$ cat src/rtl/por_pkg.sv
// ----------------------------------------------------------------------------
// por_pkg
// Shared types and helpers for the POR trip-point tap sequencer.
//   OTRIP_W / NTAPS : trip-code width and number of resistor-string taps
//   otrip_state_t   : sequencer states (IDLE, BBM, SETTLE, READY)
//   onehot()        : trip-code -> one-hot tap select
//   step_toward()   : move a code one tap toward a target (used by the
//                     OTRIP_STEP_EN ramp build of otrip_seq_ctrl)
// ----------------------------------------------------------------------------
package por_pkg;

  localparam int unsigned OTRIP_W = 3;
  localparam int unsigned NTAPS   = 8;

  typedef enum logic [1:0] {
    IDLE   = 2'd0,
    BBM    = 2'd1,
    SETTLE = 2'd2,
    READY  = 2'd3
  } otrip_state_t;

  // Tap select with exactly the bit for 'code' set.
  function automatic logic [NTAPS-1:0] onehot(input logic [OTRIP_W-1:0] code);
    logic [NTAPS-1:0] v;
    v       = {NTAPS{1'b0}};
    v[code] = 1'b1;
    return v;
  endfunction

  // One tap closer to tgt; holds when already there.
  function automatic logic [OTRIP_W-1:0] step_toward(input logic [OTRIP_W-1:0] cur,
                                                     input logic [OTRIP_W-1:0] tgt);
    logic [OTRIP_W-1:0] r;
    if (tgt > cur) begin
      r = cur + 3'd1;
    end else if (tgt < cur) begin
      r = cur - 3'd1;
    end else begin
      r = cur;
    end
    return r;
  endfunction

endpackage

$ cat src/rtl/por_dly_cnt.sv
// ----------------------------------------------------------------------------
// por_dly_cnt
// Loadable 8-bit down-counter shared by the break-before-make and settle
// windows. A load sets the count; it then decrements each clock and stops
// at zero. done_o flags the last cycle of a window (count == 1).
//   clk, rst : clock, synchronous active-high reset
//   load_i   : load val_i this edge (takes priority over decrement)
//   val_i    : window length in cycles
//   done_o   : high on the final cycle of the loaded window
// ----------------------------------------------------------------------------
module por_dly_cnt (
  input  logic       clk,
  input  logic       rst,
  input  logic       load_i,
  input  logic [7:0] val_i,
  output logic       done_o
);

  logic [7:0] cnt_q;
  logic [7:0] cnt_d;

  // Next count: load, else saturating decrement.
  always_comb begin
    cnt_d = cnt_q;
    if (load_i) begin
      cnt_d = val_i;
    end else if (cnt_q != 8'd0) begin
      cnt_d = cnt_q - 8'd1;
    end else begin
      cnt_d = cnt_q;
    end
  end

  // Count register.
  always_ff @(posedge clk) begin
    if (rst) begin
      cnt_q <= 8'd0;
    end else begin
      cnt_q <= cnt_d;
    end
  end

  assign done_o = (cnt_q == 8'd1);

endmodule

$ cat src/rtl/otrip_seq_ctrl.sv
// ----------------------------------------------------------------------------
// otrip_seq_ctrl
// Drives the one-hot tap select of the POR resistor-string mux. A new
// trip-code is applied break-before-make (all taps open for BBM_CYCLES),
// then held blanked for SETTLE_CYCLES before ready is raised.
//   clk, rst      : clock, synchronous active-high reset
//   ena           : block enable; low forces IDLE (tap held, blanked)
//   otrip         : requested trip-code, sampled when otrip_load is high
//   otrip_load    : single-cycle load strobe
//   otrip_decoded : one-hot tap select (all-zero during break)
//   trip_blank    : comparator blanking, high unless settled
//   ready         : tap stable and settled
//   cur_code      : code currently applied to the mux
// Build option: define OTRIP_STEP_EN to ramp one tap per BBM+SETTLE toward
// the target instead of jumping straight to it.
// ----------------------------------------------------------------------------
module otrip_seq_ctrl
  import por_pkg::*;
#(
  parameter logic [7:0]         BBM_CYCLES    = 8'd4,
  parameter logic [7:0]         SETTLE_CYCLES = 8'd64,
  parameter logic [OTRIP_W-1:0] RESET_CODE    = 3'd4
) (
  input  logic               clk,
  input  logic               rst,
  input  logic               ena,
  input  logic [OTRIP_W-1:0] otrip,
  input  logic               otrip_load,
  output logic [NTAPS-1:0]   otrip_decoded,
  output logic               trip_blank,
  output logic               ready,
  output logic [OTRIP_W-1:0] cur_code
);

  otrip_state_t       state_q, state_d;
  logic [OTRIP_W-1:0] cur_q, cur_d;
  logic [OTRIP_W-1:0] nxt_q, nxt_d;      // code to apply at the end of the current BBM
  logic [OTRIP_W-1:0] tgt_q, tgt_d;
  logic               pend_q, pend_d;
  logic               pend_cap_s;
  logic               req_s;
  logic [OTRIP_W-1:0] step_code_s;
  logic               cnt_ld_s;
  logic [7:0]         cnt_val_s;
  logic               cnt_done_s;
  logic [NTAPS-1:0]   dec_q, dec_d;
  logic               blank_q, blank_d;
  logic               rdy_q, rdy_d;

  // Load capture: any load updates target/pending, except a load of the
  // already-settled code in READY, which is ignored entirely.
  always_comb begin
    tgt_d      = tgt_q;
    pend_cap_s = pend_q;
    if (otrip_load && !((state_q == READY) && (otrip == cur_q))) begin
      tgt_d      = otrip;
      pend_cap_s = 1'b1;
    end else begin
      tgt_d      = tgt_q;
      pend_cap_s = pend_q;
    end
  end

  assign req_s = pend_cap_s && (tgt_d != cur_q);

  // Code latched at BBM entry; the direction of a ramp step is fixed there.
`ifdef OTRIP_STEP_EN
  assign step_code_s = step_toward(cur_q, tgt_d);
`else
  assign step_code_s = tgt_d;
`endif

  // Sequencer next-state; ena low overrides everything.
  always_comb begin
    state_d = state_q;
    cur_d   = cur_q;
    nxt_d   = nxt_q;
    if (!ena) begin
      state_d = IDLE;
    end else begin
      case (state_q)
        IDLE: begin
          if (req_s) begin
            state_d = BBM;
            nxt_d   = step_code_s;
          end else begin
            state_d = SETTLE;
          end
        end
        BBM: begin
          if (cnt_done_s) begin
            cur_d   = nxt_q;
            state_d = SETTLE;
          end else begin
            state_d = BBM;
          end
        end
        SETTLE: begin
          if (cnt_done_s && req_s) begin
            state_d = BBM;
            nxt_d   = step_code_s;
          end else if (cnt_done_s) begin
            state_d = READY;
          end else begin
            state_d = SETTLE;
          end
        end
        READY: begin
          if (req_s) begin
            state_d = BBM;
            nxt_d   = step_code_s;
          end else begin
            state_d = READY;
          end
        end
        default: begin
          state_d = IDLE;
        end
      endcase
    end
  end

  // Pending is consumed when the sequencer arrives at READY.
  always_comb begin
    if (state_d == READY) begin
      pend_d = 1'b0;
    end else begin
      pend_d = pend_cap_s;
    end
  end

  // Window counter reload on every state change.
  always_comb begin
    cnt_ld_s = (state_d != state_q);
    case (state_d)
      BBM:     cnt_val_s = BBM_CYCLES;
      SETTLE:  cnt_val_s = SETTLE_CYCLES;
      default: cnt_val_s = 8'd0;
    endcase
  end

  por_dly_cnt u_dly_cnt (
    .clk    (clk),
    .rst    (rst),
    .load_i (cnt_ld_s),
    .val_i  (cnt_val_s),
    .done_o (cnt_done_s)
  );

  // Output decode from next state so the outputs register alongside it.
  always_comb begin
    case (state_d)
      BBM: begin
        dec_d   = {NTAPS{1'b0}};
        blank_d = 1'b1;
        rdy_d   = 1'b0;
      end
      READY: begin
        dec_d   = onehot(cur_d);
        blank_d = 1'b0;
        rdy_d   = 1'b1;
      end
      default: begin
        dec_d   = onehot(cur_d);
        blank_d = 1'b1;
        rdy_d   = 1'b0;
      end
    endcase
  end

  // State and output registers.
  always_ff @(posedge clk) begin
    if (rst) begin
      state_q <= IDLE;
      cur_q   <= RESET_CODE;
      nxt_q   <= RESET_CODE;
      tgt_q   <= RESET_CODE;
      pend_q  <= 1'b0;
      dec_q   <= onehot(RESET_CODE);
      blank_q <= 1'b1;
      rdy_q   <= 1'b0;
    end else begin
      state_q <= state_d;
      cur_q   <= cur_d;
      nxt_q   <= nxt_d;
      tgt_q   <= tgt_d;
      pend_q  <= pend_d;
      dec_q   <= dec_d;
      blank_q <= blank_d;
      rdy_q   <= rdy_d;
    end
  end

  assign otrip_decoded = dec_q;
  assign trip_blank    = blank_q;
  assign ready         = rdy_q;
  assign cur_code      = cur_q;

endmodule

$ cat config.mk
export PLATFORM = sky130hd
export DESIGN_NAME = otrip_seq_ctrl
export DESIGN_NICKNAME = d
export VERILOG_FILES = /design/src/rtl/por_pkg.sv /design/src/rtl/por_dly_cnt.sv /design/src/rtl/otrip_seq_ctrl.sv
export SDC_FILE = /design/constraint.sdc
export NUM_CORES = 1
export LEC_CHECK = 0
export ABC_CLOCK_PERIOD_IN_PS = 6600
export BUFFER_PORTS_ARGS = -buffer_cell sky130_fd_sc_hd__clkbuf_2
export CAP_MARGIN = 20
export CORE_MARGIN = 4
export CORE_UTILIZATION = 55
export CTS_BUF_LIST = sky130_fd_sc_hd__clkbuf_4 sky130_fd_sc_hd__clkbuf_8
export CTS_CLUSTER_DIAMETER = 100
export CTS_CLUSTER_SIZE = 12
export DETAILED_ROUTE_END_ITERATION = 16
export GPL_TIMING_DRIVEN = 0
export PLACE_DENSITY = 0.74
export SLEW_MARGIN = 40
export SYNTH_ARGS = -nofsm -noshare
export SYNTH_HDL_FRONTEND = slang
export SYNTH_HIERARCHICAL = 1
export SYNTH_SLANG_ARGS = --single-unit
$ cat constraint.sdc
create_clock -name clk -period 6.6 [get_ports clk]
set_input_delay 0.99 -clock clk [delete_from_list [all_inputs] [get_ports clk]]
set_output_delay 0.99 -clock clk [all_outputs]
set_load 0.1 [all_outputs]
Word level (Yosys, flattened, before mapping)
Index checks and enable logic that the tools add are counted.
{"block": "classes", "add_sub_neg": 1, "n_lt_le_gt_ge": 2, "n_eq_ne": 12, "n_mux": 23, "n_reduce_logical": 14}
{"operator": "$mux 3", "n": 6}
{"operator": "$mux 8", "n": 2}
{"operator": "$pmux 7 s2", "n": 1}
{"operator": "$mux 2", "n": 5}
{"operator": "$eq 2x2->1 const B", "n": 4}
{"operator": "$eq 8x1->1 const B", "n": 1}
{"operator": "$pmux 2 s4", "n": 1}
{"operator": "$reduce_bool 8->1", "n": 1}
{"operator": "$sub 8x1->8 const B", "n": 1}
{"operator": "$pmux 3 s2", "n": 1}
{"operator": "$reduce_or 2->1", "n": 3}
{"operator": "$logic_and 1x1->1", "n": 5}
{"operator": "$mux 1", "n": 5}
{"operator": "$mux 5", "n": 1}
{"operator": "$eq 2x1->1 const B", "n": 2}
{"operator": "$lt 3x4->1 const B", "n": 1}
{"operator": "$reduce_and 4->1", "n": 1}
{"operator": "$reduce_bool 2->1", "n": 2}
{"operator": "$demux 1 s3", "n": 1}
{"operator": "$eq 3x3->1", "n": 1}
{"operator": "$ge 3x1->1 const B", "n": 1}
{"operator": "$ne 3x3->1", "n": 1}
{"operator": "$logic_not 2->1", "n": 1}
{"operator": "$ne 2x1->1 const B", "n": 1}
{"operator": "3 further kinds", "n": 3}
{"block": "totals", "ff_bits": 30, "inputBits": 7, "output_inout_bits": 13, "word_cells": 62}

Depth between registers and ports, before layout
Gate-level depths: netlist (run 1).
{"block": "depth", "ltp_word": 14, "ltp_mapped": 14}

By module
Netlist (run 1), hierarchy kept.
{"mod": "otrip_seq_ctrl", "n_inst": 1, "cells_each": 133, "area_each_um2": 1256.2, "seq_area_each_um2": 440.4}
{"mod": "por_dly_cnt", "n_inst": 1, "cells_each": 53, "area_each_um2": 508.0, "seq_area_each_um2": 160.2}

Least setup slack after synthesis (run 1)
OpenSTA, ideal clock, no wires.
{"block": "synth_path", "kind": "register -> register", "from": "register cur_q[0] (netlist: cur_code[0])", "to": "register u_dly_cnt.cnt_q[3]", "setup_ps": 128, "arrival_time_ps": 3234, "t_required_ps": 6472, "path_slack_ps": 3238, "stages_incl_launch_ff": 14, "path_buffers": 3, "cell_sequence": "dfxtp_1 buf_6 xor2_2 nor2_1 a311o_1 o31ai_2 xnor2_1 o21ai_2 clkbuf_1 nand2b_1 nor4_4 or2_1 buf_6 a211oi_2"}
{"block": "synth_between", "elab_chain_len": 13}
{"item": "start: declaration", "line_no": "otrip_seq_ctrl.sv:36", "source": "logic [OTRIP_W-1:0] cur_q, cur_d;"}
{"item": "start signal: assignment", "line_no": "otrip_seq_ctrl.sv:184", "source": "cur_q <= cur_d;"}
{"item": "$eq 3x3->1", "line_no": "otrip_seq_ctrl.sv:55", "source": "if (otrip_load && !((state_q == READY) && (otrip == cur_q))) begin"}
{"item": "$logic_and 1x1->1", "line_no": "otrip_seq_ctrl.sv:55"}
{"item": "$logic_not 1->1", "line_no": "otrip_seq_ctrl.sv:55"}
{"item": "$logic_and 1x1->1", "line_no": "otrip_seq_ctrl.sv:55"}
{"item": "$mux 3", "line_no": "otrip_seq_ctrl.sv:55"}
{"item": "$ne 3x3->1", "line_no": "otrip_seq_ctrl.sv:64", "source": "assign req_s = pend_cap_s && (tgt_d != cur_q);"}
{"item": "$logic_and 1x1->1 *", "line_no": "otrip_seq_ctrl.sv:64"}
{"item": "$logic_and 1x1->1", "line_no": "otrip_seq_ctrl.sv:99", "source": "if (cnt_done_s && req_s) begin"}
{"item": "$mux 2", "line_no": "otrip_seq_ctrl.sv:99"}
{"item": "$pmux 2 s4 *", "line_no": "otrip_seq_ctrl.sv:81", "source": "case (state_q)"}
{"item": "$mux 2 *", "line_no": "otrip_seq_ctrl.sv:78", "source": "if (!ena) begin"}
{"item": "$ne 2x2->1 *", "line_no": "otrip_seq_ctrl.sv:134", "source": "cnt_ld_s = (state_d != state_q);"}
{"item": "net cnt_ld_s", "line_no": "otrip_seq_ctrl.sv:43", "source": "logic cnt_ld_s;"}
{"item": "$mux 8 or $reduce_bool 2->1 (tied branches)"}
{"item": "end signal: assignment", "line_no": "por_dly_cnt.sv:39", "source": "cnt_q <= cnt_d;"}
{"item": "end: declaration", "line_no": "por_dly_cnt.sv:19", "source": "logic [7:0] cnt_q;"}
The timed path passes the listed nets; every way through them passes the cells marked *.
A chain may end at the register's enable or synchronous reset.

Final worst setup path (run 1)
{"block": "layout_path", "from": "register u_dly_cnt.cnt_q[4]", "to": "register u_dly_cnt.cnt_q[5]"}
{"block": "layout_between", "elab_chain_len": 7}
{"item": "$eq 8x1->1 *", "line_no": "por_dly_cnt.sv:43", "source": "assign done_o = (cnt_q == 8'd1);"}
{"item": "net cnt_done_s", "line_no": "otrip_seq_ctrl.sv:45", "source": "logic cnt_done_s;"}
{"item": "$mux 1 or $logic_and 1x1->1 (tied branches)", "line_no": "otrip_seq_ctrl.sv:102, otrip_seq_ctrl.sv:99"}
{"item": "$mux 2", "line_no": "otrip_seq_ctrl.sv:99"}
{"item": "$pmux 2 s4 *", "line_no": "otrip_seq_ctrl.sv:81"}
{"item": "$mux 2 *", "line_no": "otrip_seq_ctrl.sv:78"}
{"item": "$ne 2x2->1 *", "line_no": "otrip_seq_ctrl.sv:134"}
{"item": "net cnt_ld_s", "line_no": "otrip_seq_ctrl.sv:43"}
{"item": "$mux 8 or $reduce_bool 2->1 (tied branches)"}
The timed path passes the listed nets; every way through them passes the cells marked *. The select of a mux whose other input is x is not followed.

==> impl_metrics.py, run 1 <==
metrics = {
    "grt": {
        "first_global_vias": 1370,
        "grt_max_degree": 11,
        "grt_antenna_before_repair": 0,
        "grt_first_pass_wirelength_mm": 6.00,
        "overflow": 0,
        "grt_usage_pct": 18.5,
    },
    "floorplan": {
        "num_rows": 20,
        "ios": 20,
        "core_area_um2": 3050,
        "die-area_um2": 4180,
        "die_w_um": 64.6,
        "start_util_pct": 57.8,
        "dieHeight_um": 64.6,
    },
    "final_layout": {
        "drive_gt1_share_pct": 24.9,
        "finish.utilization_pct": 65.2,
        "layout_commonest_cell": "dfxtp_1",
        "synthToLayoutAreaGrowth_pct": 12.9,
        "fin_nets": 231,
        "mostFrequentLayoutCells": "30 x dfxtp_1, 20 x nor2_1, 18 x clkbuf_2, 9 x inv_1, 9 x nor3_1",
        "antenna_cells": 0,
    },
    "detailed_routing": {
        "drt_iter0_drc": 46,
        "drc": 0,
        "antenna_left": 0,
        "via_count": 1420,
        "post_drt_via_cell_ratio": 5.44,
        "routedWlPerCell_um": 13.5,
        "drt-pass1-iter-count": 4,
        "wl_mm": 3.51,
    },
    "setup_path": {
        "endpoint_kind": "flop",
        "critical_path_buf_inv_count": 2,
        "r2r_end": "u_dly_cnt/cnt_q[5]",
        "critPathLaunchType": "flop",
        "worstPathCellList": "or4_4, nor4b_1, mux2i_1, nor2_1, o31ai_2, xnor2_1, o21ai_2, clkbuf_1, nand2b_1, nor4_4, or2_1, buf_6, a211oi_2",
        "arrival_ps": 3870,
        "rr_startpoint": "u_dly_cnt/cnt_q[4]",
        "r2r_setup_slack_ps": 2940,
        "critPathKind": "flop to flop",
        "crit_required_ps": 6810,
        "slowest_delay_ps": 590,
        "reg2reg_depth": 13,
        "critPathMaxFanout": 8,
        "path_delay_family": "simple AND/OR/NAND/NOR gates",
        "cp_slowest_cell": "or4_4",
    },
    "place": {
        "gp_congestion": 0.791,
        "dp_hpwl_mm": 2.75,
        "io_buffers": 18,
    },
    "timing": {
        "fmax_mhz": 273,
        "rsz0062_at_grt": "no",
        "finalSetupViolCount": 0,
        "tightest_slew_ps": 563,
        "final-hold-violation-count": 0,
        "period_share_pct": 55.4,
        "slew_headroom_pct": 61.9,
        "setup_tns_ps": 0,
        "min_period_ps": 3660,
        "slew_viol_final": 0,
        "finClkSkew_ps": 8.67,
    },
    "logic_synthesis": {
        "synth_edf_count": 0,
        "synth_area_leaders": "dfxtp_1 34%, ha_1 5.7%, nor2_1 4.3%",
        "synth_top_area_cell": "dfxtp_1",
        "synth.yosys.seq_area_share_pct": 34.0,
        "ys_ff_latch": 30,
        "ys.flop_type": "dfxtp_1",
        "postSynthAreaPerCell_um2": 9.48,
        "netlist_instances": 186,
        "yosys_warnings": 6,
        "syn_area_um2": 1760,
        "synth-async-reset-ratio_pct": 0,
        "synthDistinctLibCells": 58,
        "synth_top_area_share_pct": 34.0,
    },
    "outcome": {
        "status": "complete, no violations",
    },
    "clock_network": {
        "postCtsHoldBufs": 0,
        "clk_pin_slew_ps": 100,
        "clock_latency_ps": 330,
        "cts_made_buffers": 5,
        "cts_tree": "done",
        "cts-root-buf": "clkbuf_4",
        "clk_path_buf_depth": 2,
        "cts_setup_buffers": 0,
        "clock_sinks": 30,
        "cts.htree.levels": 2,
        "cts_resized": 0,
    },
    "hold_path": {
        "hp-class": "flop to flop",
        "min_to": "nxt_q[1]",
        "hp-start": "nxt_q[1]",
        "hold_path_depth": 2,
    },
    "power": {
        "vdd_drop_max_mv": 0.130,
        "power.density_nw_per_um2": 262,
        "leakagePower_nw": 0.803,
    },
    "job": {
        "maxCapViolCount": 0,
    },
}
==> metal layers <==
layer | GRT usage [%] | part of all wire [%]
met5 | 0 | 0
met2 | 33.0 | 51
met3 | 6.41 | 4.2
met4 | 7.12 | 1.7
met1 | 20.1 | 43
==> final cells by class <==
type,instances,area [um2]
multi-input combinational,145,1100
fill,279,1060
sequential,30,601
timing repair buffer,18,90.1
tap,44,55.1
clock buffer,6,51.3
buffer,6,41.3
inverter,10,37.5
clock inverter,2,12.5
==> worst reg2reg max path, stage by stage (launching register included) <==
cell	delay (ps)
dfxtp_1	340
or4_4	590
nor4b_1	550
mux2i_1	450
nor2_1	130
o31ai_2	280
xnor2_1	170
o21ai_2	70
clkbuf_1	190
nand2b_1	220
nor4_4	220
or2_1	160
buf_6	130
a211oi_2	40
==> cells in the mapped netlist (2+ instances only) <==
cell type	count
a21oi_1	7
xor2_1	5
nor3b_1	3
buf_6	2
nor2b_1	2
nor4_2	3
nand3_1	2
o2bb2ai_1	2
a211oi_2	4
nor2_2	2
ha_1	8
and2_1	2
nor2_1	20
nand2_1	6
xnor2_1	7
xor2_2	2
clkbuf_1	3
nand2b_1	5
or3_1	4
a211oi_1	2
o21ai_2	2
inv_1	9
nor3_1	9
o21ai_0	6
dfxtp_1	30
mux2i_1	7
==> per-stage QoR <==
step	area (um2)	worst slack, ps	power [mW]	cells	hold slack [ps]
finish	1990	2940	0.522	261	464
global route	1990	2640	0.558	261	495
CTS	1990	2930	0.526	261	462
detailed placement	1930	2930	0.408	253	446
global placement	1930	2990	0.401	253	445
floorplan	1780	3240	0.377	191	433
==> logic make-up (layout without fill, tap and decap cells) <==
family	after synthesis	count (layout)	share of synthesized area, %
and+or+nand+nor	68	68	22.5
AOI/OAI and AO/OA	41	41	20.7
DFF	30	30	34.0
buffers and inverters	16	42	4.47
xor gates and xnor gates	14	14	7.80
adders and majority gates	8	8	5.67
muxes	8	8	4.61
other	1	6	0.213
==> state kept, by name, summed over array words and instances (netlist names) <==
register and cells:
trip_blank 1, state_q 2, ready 1, otrip_decoded 8
cur_code 3, pend_q 1, tgt_q 3, u_dly_cnt/cnt_q 8
nxt_q 3
==> how the worst max path moves through the flow <==
stage / slack (ps) / start / cells past startpoint / end
final: 2940 / u_dly_cnt/cnt_q[4] / 13 / u_dly_cnt/cnt_q[5]
after global routing: 2640 / u_dly_cnt/cnt_q[4] / 13 / u_dly_cnt/cnt_q[7]
after CTS: 2930 / u_dly_cnt/cnt_q[4] / 13 / u_dly_cnt/cnt_q[5]
after detailed placement: 2930 / u_dly_cnt/cnt_q[4] / 13 / u_dly_cnt/cnt_q[6]
after global placement: 2990 / u_dly_cnt/cnt_q[4] / 13 / u_dly_cnt/cnt_q[6]
after floorplan: 3240 / cur_code[0] / 13 / u_dly_cnt/cnt_q[3]
==> where the power goes <==
group / switching, mW / total (mW) / internal (mW)
Sequential: 0.0241 / 0.226 / 0.202
Clock: 0.0666 / 0.118 / 0.0512
Combinational: 0.0970 / 0.178 / 0.0810
No activity file was read; power rests on OpenSTA's default activity.
==> run 2: changes to the inputs <==
- ABC_CLOCK_PERIOD_IN_PS: 6600 -> 3000
- CORE_UTILIZATION: 55 -> 54
- PLACE_DENSITY: 0.74 -> 0.75
- clock period: 6.6 -> 3 ns (I/O delays scaled with it)
==> impl_metrics.py, run 2 (synthesis gave the netlist of run 1 again) <==
metrics = {
    "place": {
        "dpl_cell_area_um2": 1960,
        "dp_hpwl_mm": 2.74,
        "dpl.cell_count": 253,
        "io_buffers": 18,
        "gp_congestion": 0.821,
        "dp_slack_ps": -392,
    },
    "setup_path": {
        "slowest_delay_ps": 560,
        "arrival_ps": 3300,
        "critPathKind": "flop to flop",
        "worstPathCellList": "or4_4, nor4b_4, and2_4, o41a_1, nand3_2, and3_1, o21ai_4, nand2b_4, nor4_4, or2_1, buf_6, a211oi_2",
        "endpoint_kind": "flop",
        "critPathLaunchType": "flop",
        "crit_required_ps": 3250,
        "path_delay_family": "simple AND/OR/NAND/NOR gates",
        "cp_slowest_cell": "or4_4",
        "critical_path_buf_inv_count": 1,
        "critPathMaxFanout": 6,
    },
    "final_layout": {
        "fin_nets": 246,
        "nFillCells": 256,
        "instances_no_fill": 276,
        "antenna_cells": 0,
        "mostFrequentLayoutCells": "24 x dfxtp_1, 19 x nor2_1, 18 x clkbuf_2, 17 x buf_4",
        "synthToLayoutAreaGrowth_pct": 25.3,
        "layout_commonest_cell": "dfxtp_1",
        "post-route-cell-area_um2": 2210,
        "drive_gt1_share_pct": 37.5,
        "finish.utilization_pct": 71.8,
    },
    "clock_network": {
        "cts_tree": "done",
        "cts_made_buffers": 5,
        "cts-root-buf": "clkbuf_4",
        "clk_path_buf_depth": 2,
        "clk_pin_slew_ps": 90,
        "clock_sinks": 30,
        "clock_latency_ps": 340,
        "cts.htree.levels": 2,
    },
    "power": {
        "leakagePower_nw": 0.904,
        "vdd_drop_max_mv": 0.425,
        "power.density_nw_per_um2": 582,
        "p_total_mw": 1.29,
    },
    "timing": {
        "worst_slack_ps": -49.7,
        "rsz0062_at_grt": "yes",
        "slew_headroom_pct": 63.7,
        "min_period_ps": 3050,
        "period_share_pct": 102,
        "final-hold-violation-count": 0,
        "fmax_mhz": 328,
        "whs_ps": 318,
        "setup_tns_ps": -158,
        "tightest_slew_ps": 547,
        "slew_viol_final": 0,
        "finalSetupViolCount": 7,
        "finClkSkew_ps": 14.4,
    },
    "detailed_routing": {
        "routedWlPerCell_um": 14.2,
        "drt_iter0_drc": 115,
        "post_drt_via_cell_ratio": 5.38,
        "via_count": 1485,
        "wl_mm": 3.91,
        "drt-pass1-iter-count": 4,
        "drc": 0,
        "antenna_left": 0,
    },
    "grt": {
        "grt_antenna_before_repair": 0,
        "first_global_vias": 1550,
        "met1_usage_pct": 24.1,
        "grt_usage_pct": 20.7,
        "grt_use_met3_pct": 5.64,
        "grt_max_degree": 11,
        "grt_first_pass_wirelength_mm": 6.87,
        "overflow": 0,
        "met2_usage_pct": 36.5,
        "busiest_layer": "met2",
    },
    "floorplan": {
        "start_util_pct": 57.3,
        "die-area_um2": 4250,
        "die_w_um": 65.2,
        "ios": 20,
        "core_area_um2": 3080,
        "dieHeight_um": 65.2,
        "num_rows": 20,
    },
    "job": {
        "maxCapViolCount": 0,
    },
    "hold_path": {
        "hp-class": "input pin to flop",
    },
    "outcome": {
        "status": "finished with violations",
        "violations": "setup timing",
    },
}
## run 2: changes by cell type in the layout (fill, tap and decap cells not counted), sizes merged
cell / delta
clkbuf: -1
buf: +16
## run 2: final timing paths
check / from / end / slack, ps / depth (start not counted)
hold / removal: rst / u_dly_cnt/cnt_q[0] / 320 / 2
setup reg to reg: u_dly_cnt/cnt_q[4] / u_dly_cnt/cnt_q[5] / -50 / 12
setup / recovery: u_dly_cnt/cnt_q[4] / u_dly_cnt/cnt_q[5] / -50 / 12
hold reg to reg: nxt_q[1] / nxt_q[1] / 470 / 2
## run 2: report_power, final
group	switching (mW)	internal (mW)	total (mW)
sequential	0.0555	0.446	0.502
combinational	0.267	0.259	0.526
clock	0.147	0.112	0.260
## run 2: layout make-up
type                       instances  area [um2]  share of cell area (%)
clock inverter                     2        12.5                   0.566
clock buffer                       6        51.3                    2.32
tap                               44        55.1                    2.49
inverter                          10        38.8                    1.75
multi-input combinational        145        1190                    54.0
timing repair buffer              34         210                    9.51
buffer                             5        37.5                    1.70
sequential                        30         611                    27.6
## run 2: timing repair
action                     CTS  global route
resized for setup            8             8
pin swaps                   10             5
setup buffers               13             3
setup endpoints to repair    8             8
gates cloned                 0             0
hold buffers                 0             0
## run 2: routing by layer
metal	vias up	wire [um]	part of all wire (%)
li1	740	-	-
met2	24	2060	53
met3	6	120	3.1
met1	715	1670	43
met4	0	57	1.5
met5	-	0	0
## run 2: worst reg2reg max path, delay by kind of cell (launching register included)
family | cells | cell delay, ps
AOI/OAI and AO/OA | 3 | 520
buffers and inverters | 1 | 150
DFF | 1 | 330
and+or+nand+nor | 8 | 1960
